===== config.mk =====
export PLATFORM = sky130hd
export DESIGN_NAME = uart_rx
export DESIGN_NICKNAME = d
export VERILOG_FILES = /design/src/rtl/uart_rx.sv
export SDC_FILE = /design/constraint.sdc
export NUM_CORES = 1
export LEC_CHECK = 0
export CAP_MARGIN = 20
export CORE_MARGIN = 4
export CORE_UTILIZATION = 45
export CTS_CLUSTER_SIZE = 20
export DETAILED_ROUTE_END_ITERATION = 8
export HOLD_SLACK_MARGIN = 0.03
export MAX_ROUTING_LAYER = met4
export PLACE_DENSITY = 0.7
export SETUP_SLACK_MARGIN = 0.2
export SLEW_MARGIN = 5
export SYNTH_ARGS = -nofsm -noshare
export SYNTH_HDL_FRONTEND = slang
export SYNTH_SLANG_ARGS = --single-unit

===== constraint.sdc =====
create_clock -name clk -period 3 [get_ports clk]
set_input_delay 0.9 -clock clk [delete_from_list [all_inputs] [get_ports clk]]
set_output_delay 0.9 -clock clk [all_outputs]
set_load 0.1 [all_outputs]

===== src/rtl/uart_rx.sv =====
// 8N1 UART receiver: 2-flop synchroniser, baud_tick oversampling, mid-bit sampling.
// Define UART_RX_PARITY_EN for 8E1 framing with an rx_parity_err output.
module uart_rx #(
    parameter int unsigned OVERSAMPLE = 8,
    parameter int unsigned DATA_BITS  = 8
) (
    input  logic                 clk,
    input  logic                 rst,
    input  logic                 baud_tick,
    input  logic                 rx_wire,
    output logic [DATA_BITS-1:0] rx_data,
    output logic                 rx_valid,
    output logic                 rx_error,
`ifdef UART_RX_PARITY_EN
    output logic                 rx_parity_err,
`endif
    output logic                 rx_busy
);

    localparam int unsigned TW = $clog2(OVERSAMPLE);
    localparam int unsigned BW = (DATA_BITS > 1) ? $clog2(DATA_BITS) : 1;
    localparam logic [TW-1:0] TICK_MID  = TW'(OVERSAMPLE / 2 - 1);
    localparam logic [TW-1:0] TICK_LAST = TW'(OVERSAMPLE - 1);
    localparam logic [BW-1:0] BIT_LAST  = BW'(DATA_BITS - 1);

    typedef enum logic [2:0] {
        StIdle,
        StStart,
        StData,
        StParity,
        StStop,
        StBreak
    } state_e;

    state_e                 state_q, state_d;
    logic [1:0]             sync_q;
    logic                   rx_s;
    logic [TW-1:0]          tick_q, tick_d;
    logic [BW-1:0]          bit_q, bit_d;
    logic [DATA_BITS-1:0]   shift_q, shift_d;
    logic [DATA_BITS-1:0]   data_q, data_d;
    logic                   valid_q, valid_d;
    logic                   error_q, error_d;
`ifdef UART_RX_PARITY_EN
    logic                   par_q, par_d;
    logic                   perr_q, perr_d;
`endif

    assign rx_s = sync_q[1];

    always_ff @(posedge clk or posedge rst) begin
        if (rst) begin
            sync_q  <= 2'b11;
            state_q <= StIdle;
            tick_q  <= '0;
            bit_q   <= '0;
            shift_q <= '0;
            data_q  <= '0;
            valid_q <= 1'b0;
            error_q <= 1'b0;
`ifdef UART_RX_PARITY_EN
            par_q   <= 1'b0;
            perr_q  <= 1'b0;
`endif
        end else begin
            sync_q  <= {sync_q[0], rx_wire};
            state_q <= state_d;
            tick_q  <= tick_d;
            bit_q   <= bit_d;
            shift_q <= shift_d;
            data_q  <= data_d;
            valid_q <= valid_d;
            error_q <= error_d;
`ifdef UART_RX_PARITY_EN
            par_q   <= par_d;
            perr_q  <= perr_d;
`endif
        end
    end

    always_comb begin
        state_d = state_q;
        tick_d  = tick_q;
        bit_d   = bit_q;
        shift_d = shift_q;
        data_d  = data_q;
        valid_d = 1'b0;
        error_d = 1'b0;
`ifdef UART_RX_PARITY_EN
        par_d   = par_q;
        perr_d  = 1'b0;
`endif
        if (baud_tick) begin
            case (state_q)
                StIdle: begin
                    if (!rx_s) begin
                        state_d = StStart;
                        tick_d  = '0;
                    end
                end
                StStart: begin
                    if (tick_q == TICK_MID) begin
                        tick_d  = '0;
                        bit_d   = '0;
                        state_d = rx_s ? StIdle : StData;
                    end else begin
                        tick_d = tick_q + 1'b1;
                    end
                end
                StData: begin
                    // tick_cnt wraps to 0 on the sample, so the next sample is one bit later
                    tick_d = tick_q + 1'b1;
                    if (tick_q == TICK_LAST) begin
                        shift_d = {rx_s, shift_q[DATA_BITS-1:1]};
                        bit_d   = bit_q + 1'b1;
                        if (bit_q == BIT_LAST) begin
`ifdef UART_RX_PARITY_EN
                            state_d = StParity;
`else
                            state_d = StStop;
`endif
                        end
                    end
                end
`ifdef UART_RX_PARITY_EN
                StParity: begin
                    tick_d = tick_q + 1'b1;
                    if (tick_q == TICK_LAST) begin
                        par_d   = rx_s;
                        state_d = StStop;
                    end
                end
`endif
                StStop: begin
                    tick_d = tick_q + 1'b1;
                    if (tick_q == TICK_LAST) begin
                        if (rx_s) begin
                            data_d  = shift_q;
                            valid_d = 1'b1;
`ifdef UART_RX_PARITY_EN
                            perr_d  = (^shift_q) ^ par_q;
`endif
                            state_d = StIdle;
                        end else begin
                            error_d = 1'b1;
                            state_d = StBreak;
                        end
                    end
                end
                StBreak: begin
                    // hold off until the line returns high so a stuck-low line cannot retrigger
                    if (rx_s) begin
                        state_d = StIdle;
                    end
                end
                default: state_d = StIdle;
            endcase
        end
    end

    assign rx_data  = data_q;
    assign rx_valid = valid_q;
    assign rx_error = error_q;
    assign rx_busy  = (state_q != StIdle);
`ifdef UART_RX_PARITY_EN
    assign rx_parity_err = perr_q;
`endif

endmodule


Word-level counts from Yosys, hierarchy flattened
Cells that the tools add are included.
{"block": "word_totals", "register_bits": 29, "inputBits": 4, "output_inout_bits": 11, "word_cells": 56}
{"block": "classes", "add_sub_neg": 2, "n_eq_ne": 13, "muxes": 23, "n_reduce_logical": 10}
{"operator": "two-way mux 3 bit", "count": 11}
{"operator": "case mux 3 bit (5 select lines)", "count": 1}
{"operator": "equality test 3 bit, second input constant", "count": 4}
{"operator": "inequality test 2 bit, second input constant", "count": 6}
{"operator": "case mux 3 bit (3 select lines)", "count": 1}
{"operator": "two-way mux 1 bit", "count": 8}
{"operator": "AND reduction 4 bit", "count": 2}
{"operator": "AND reduction 7 bit", "count": 1}
{"operator": "adder 3 x 1 -> 3 bit, second input constant", "count": 2}
{"operator": "equality test 3 x 2 -> 1 bit, second input constant", "count": 2}
{"operator": "case mux 3 bit (2 select lines)", "count": 1}
{"operator": "AND reduction 3 bit", "count": 2}
{"operator": "nonzero test 3 bit", "count": 2}
{"operator": "equality test 3 x 1 -> 1 bit, second input constant", "count": 1}
{"operator": "zero test 3 bit", "count": 1}
{"operator": "two-way mux 2 bit", "count": 1}
{"operator": "nonzero test 2 bit", "count": 1}
{"operator": "OR reduction 2 bit", "count": 1}

Longest topological paths before layout
{"block": "depth", "ltp_word": 4, "depth_mapped": 7}

Worst setup path after synthesis
OpenSTA, ideal clock, no wires.
{"block": "synth_path", "path_type": "register -> output", "from": "register state_q[2]", "to": "output port rx_busy", "t_arrival_ns": 1.434, "required_ns": 2.100, "setup_slack_ns": 0.666, "path_stages_with_launch": 4, "path_cell_list": "dfrtp_1 > buf_6 > clkbuf_1 > or3_1"}
{"block": "synth_via", "elab_chain_len": 1}
{"item": "start: declaration", "line_no": "35", "rtl": "state_e state_q, state_d;"}
{"item": "start signal: assignment", "line_no": "54", "rtl": "state_q <= StIdle;"}
{"item": "start signal: assignment", "line_no": "67", "rtl": "state_q <= state_d;"}
{"item": "nonzero test 3 bit", "line_no": "164", "rtl": "assign rx_busy = (state_q != StIdle);"}
{"item": "end: declaration", "line_no": "17", "rtl": "output logic rx_busy"}
No other way between the ends.

Worst setup path after layout
Same ends and word-level chain as after synthesis.

==> flow_summary.toml <==
[critical_path]
crit_type = "reg -> out"
cp_top_family = "flip-flops"
r2r_slack_ns = 0.96
worstPathMaxFanout = 16
startpoint = "state_q[2]"
crit_cells = 2
critPathCaptureType = "output pin"
required_ns = 2.10
cp-start-kind = "register"
crit_end = "rx_busy"
worstPathCellList = "or3_1 -> buf_4"
r2r_end = "shift_q[6]"
worstPathArrival_ns = 1.56
r2r_start = "state_q[2]"
critPathBufInv = 1
critPathSlowestCell = "dfrtp_1"
slowest_delay_ns = 0.56
reg2reg_depth = 3

[routing]
wl_per_cell_um = 12.98
viasPerCell = 5.190
drc = 0
firstDrtPassIters = 4
via_count = 846
wl_mm = 2.115
ant_nets = 0
drtIter0Drc = 22

[yosys]
avgSynthCellArea_sq_um = 12.07
synth_cell_types = 35
syn_nets = 122
seq_area_frac_synth_pct = 53.39
ys_ff_latch = 29
syn-cell-area_sq_um = 1364
synthCells = 113
yosys_warnings = 0

[final_layout]
final_common_cell = "dfrtp_1"
mostFrequentLayoutCells = "27 x dfrtp_1, 17 x mux2_2, 13 x buf_4"
final_nets = 140
drive_above_1_share_pct = 31.82
antenna_cells = 0
area_growth_pct = 14.13

[clock_network]
cts_buffer_depth = 2
cts.sink_count = 29
cts_tree = "done"
path_clk_slew_ns = 0.08
post_cts.repair.setup_buffers = 0
numCtsBuffers = 5
cts_resized = 0
clk_latency_ns = 0.32
postCtsHoldBufs = 0
clk_root_buffer_cell = "clkbuf_4"
h-tree-depth = 2

[grt]
antenna_found_initial = 0
grtUsageTotal_pct = 13.25
grt_pass1_wl_mm = 3.836
gr-total-overflow = 0
grt_start_max_net_pins = 17
grt_pass1_vias = 826

[timing]
min_period_ns = 2.455
tns_ns = 0
fin_crit_sh_pct = 81.84
tightestPinTransition_ns = 0.5524
hold_viol_final = 0
slew_viol_final = 0
hold_ws_ns = 0.3597
slew_headroom_pct = 63.13
finalSetupViolCount = 0
clock_skew_ns = 0.008911
setup_ws_ns = 0.5447
fmax_mhz = 407.3
rsz0062_at_grt = "no"

[floorplan]
die_h_um = 63.05
start_util_pct = 48.21
coreArea_sq_um = 2829
die_w_um = 63.05
rows = 19
die_area_sq_um = 3975
num_io_pins = 15

[placed_design]
preCtsSetupSlack_ns = 0.3575
io_buffers = 14
hpwlAfterDp_mm = 1.562
gp_congestion = 0.8184

[worst_hold_path]
min_path_type = "reg -> reg"

[power_and_ir_drop]
total_power_mw = 1.122
ir_worst_vdd_mv = 0.3509
powerDensity_nw_per_um2 = 720.7
p_leak_nw = 0.7891

[flow_run]
drv_cap = 0

[run_status]
status = "finished, final reports clean"
[sequential cells by signal (all words and copies together) (netlist names)]
| register | flops |
|---|---|
| rx_data | 8 |
| shift_q | 8 |
| bit_q | 3 |
| state_q | 3 |
| tick_q | 3 |
| sync_q | 2 |
| rx_error | 1 |
| rx_valid | 1 |
[Yosys cell counts]
library cell / count / area share [%]
inv_1: 9 / 2.5
mux2i_1: 3 / 2.2
or3_1: 1 / 0.46
nor3b_1: 1 / 0.55
a22oi_1: 2 / 1.1
or4b_4: 1 / 1.0
clkbuf_1: 1 / 0.27
and3_1: 2 / 0.92
buf_4: 1 / 0.55
nand2_1: 12 / 3.3
o2bb2ai_1: 1 / 0.64
mux2_2: 17 / 14
o211ai_2: 1 / 0.92
nor4b_1: 1 / 0.64
and2_1: 1 / 0.46
nand4_1: 1 / 0.46
nor2_1: 3 / 0.83
dfrtp_1: 27 / 50
o21bai_2: 1 / 0.83
buf_2: 2 / 0.73
a21o_1: 1 / 0.55
a22o_1: 1 / 0.64
and2b_1: 1 / 0.55
o22a_1: 1 / 0.64
nor2b_1: 2 / 0.92
xnor2_1: 1 / 0.64
buf_6: 1 / 0.83
nand2b_1: 1 / 0.46
a211oi_1: 1 / 0.55
ha_1: 5 / 4.6
o211ai_1: 1 / 0.55
mux2_4: 1 / 1.1
dfstp_2: 2 / 3.9
o21ai_0: 5 / 1.8
nor3_1: 1 / 0.37
[cell families after synthesis]
logic type      after synthesis  synth area share (%)
fa+ha+maj                     5                 4.587
buf+inv                      14                 4.862
xor+xnor                      1                0.6423
simple gates                 28                 10.92
mux                          21                 17.34
flops                        29                 53.39
compound gates               15                 8.257
[stage by stage]
stage / utilization [%] / cell area [sq um] / std cells
floorplan: - / 1364 / 113
global placement: 52.94 / 1498 / 155
detailed placement: 52.94 / 1498 / 155
CTS: 55.02 / 1556 / 163
global route: 55.02 / 1556 / 163
finish: 55.02 / 1556 / 163
[metal layers]
layer | vias up | GRT usage, % | wire length (um)
li1 | 421 | - | -
met1 | 403 | 17.11 | 1055
met2 | 15 | 17.39 | 899
met3 | 7 | 6.039 | 111
met4 | 0 | 6.612 | 48
met5 | - | - | 0
[layout make-up]
cell class                      count  area, sq um
Sequential cell                    29        728.2
Clock buffer                        8        58.81
Fill cell                         245         1272
Tap cell                           31        38.79
Inverter                            9        33.78
Timing Repair Buffer               16        127.6
Multi-Input combinational cell     70        569.3
[report_power, final]
group,internal [mW],leakage (nW),switching (mW)
clock network,0.115,0.0326,0.124
registers,0.441,0.383,0.0709
logic,0.153,0.373,0.217
total,0.710,0.789,0.411
[worst min path at each step]
stage / from / endpoint / slack (ns) / cells after the start
global route: sync_q[0] / sync_q[1] / 0.37 / 0
floorplan: sync_q[0] / sync_q[1] / 0.35 / 0
detailed placement: sync_q[0] / sync_q[1] / 0.35 / 0
global placement: sync_q[0] / sync_q[1] / 0.35 / 0
finish: sync_q[0] / sync_q[1] / 0.36 / 0
CTS: sync_q[0] / sync_q[1] / 0.36 / 0
No activity file was read; power rests on OpenSTA's default activity.
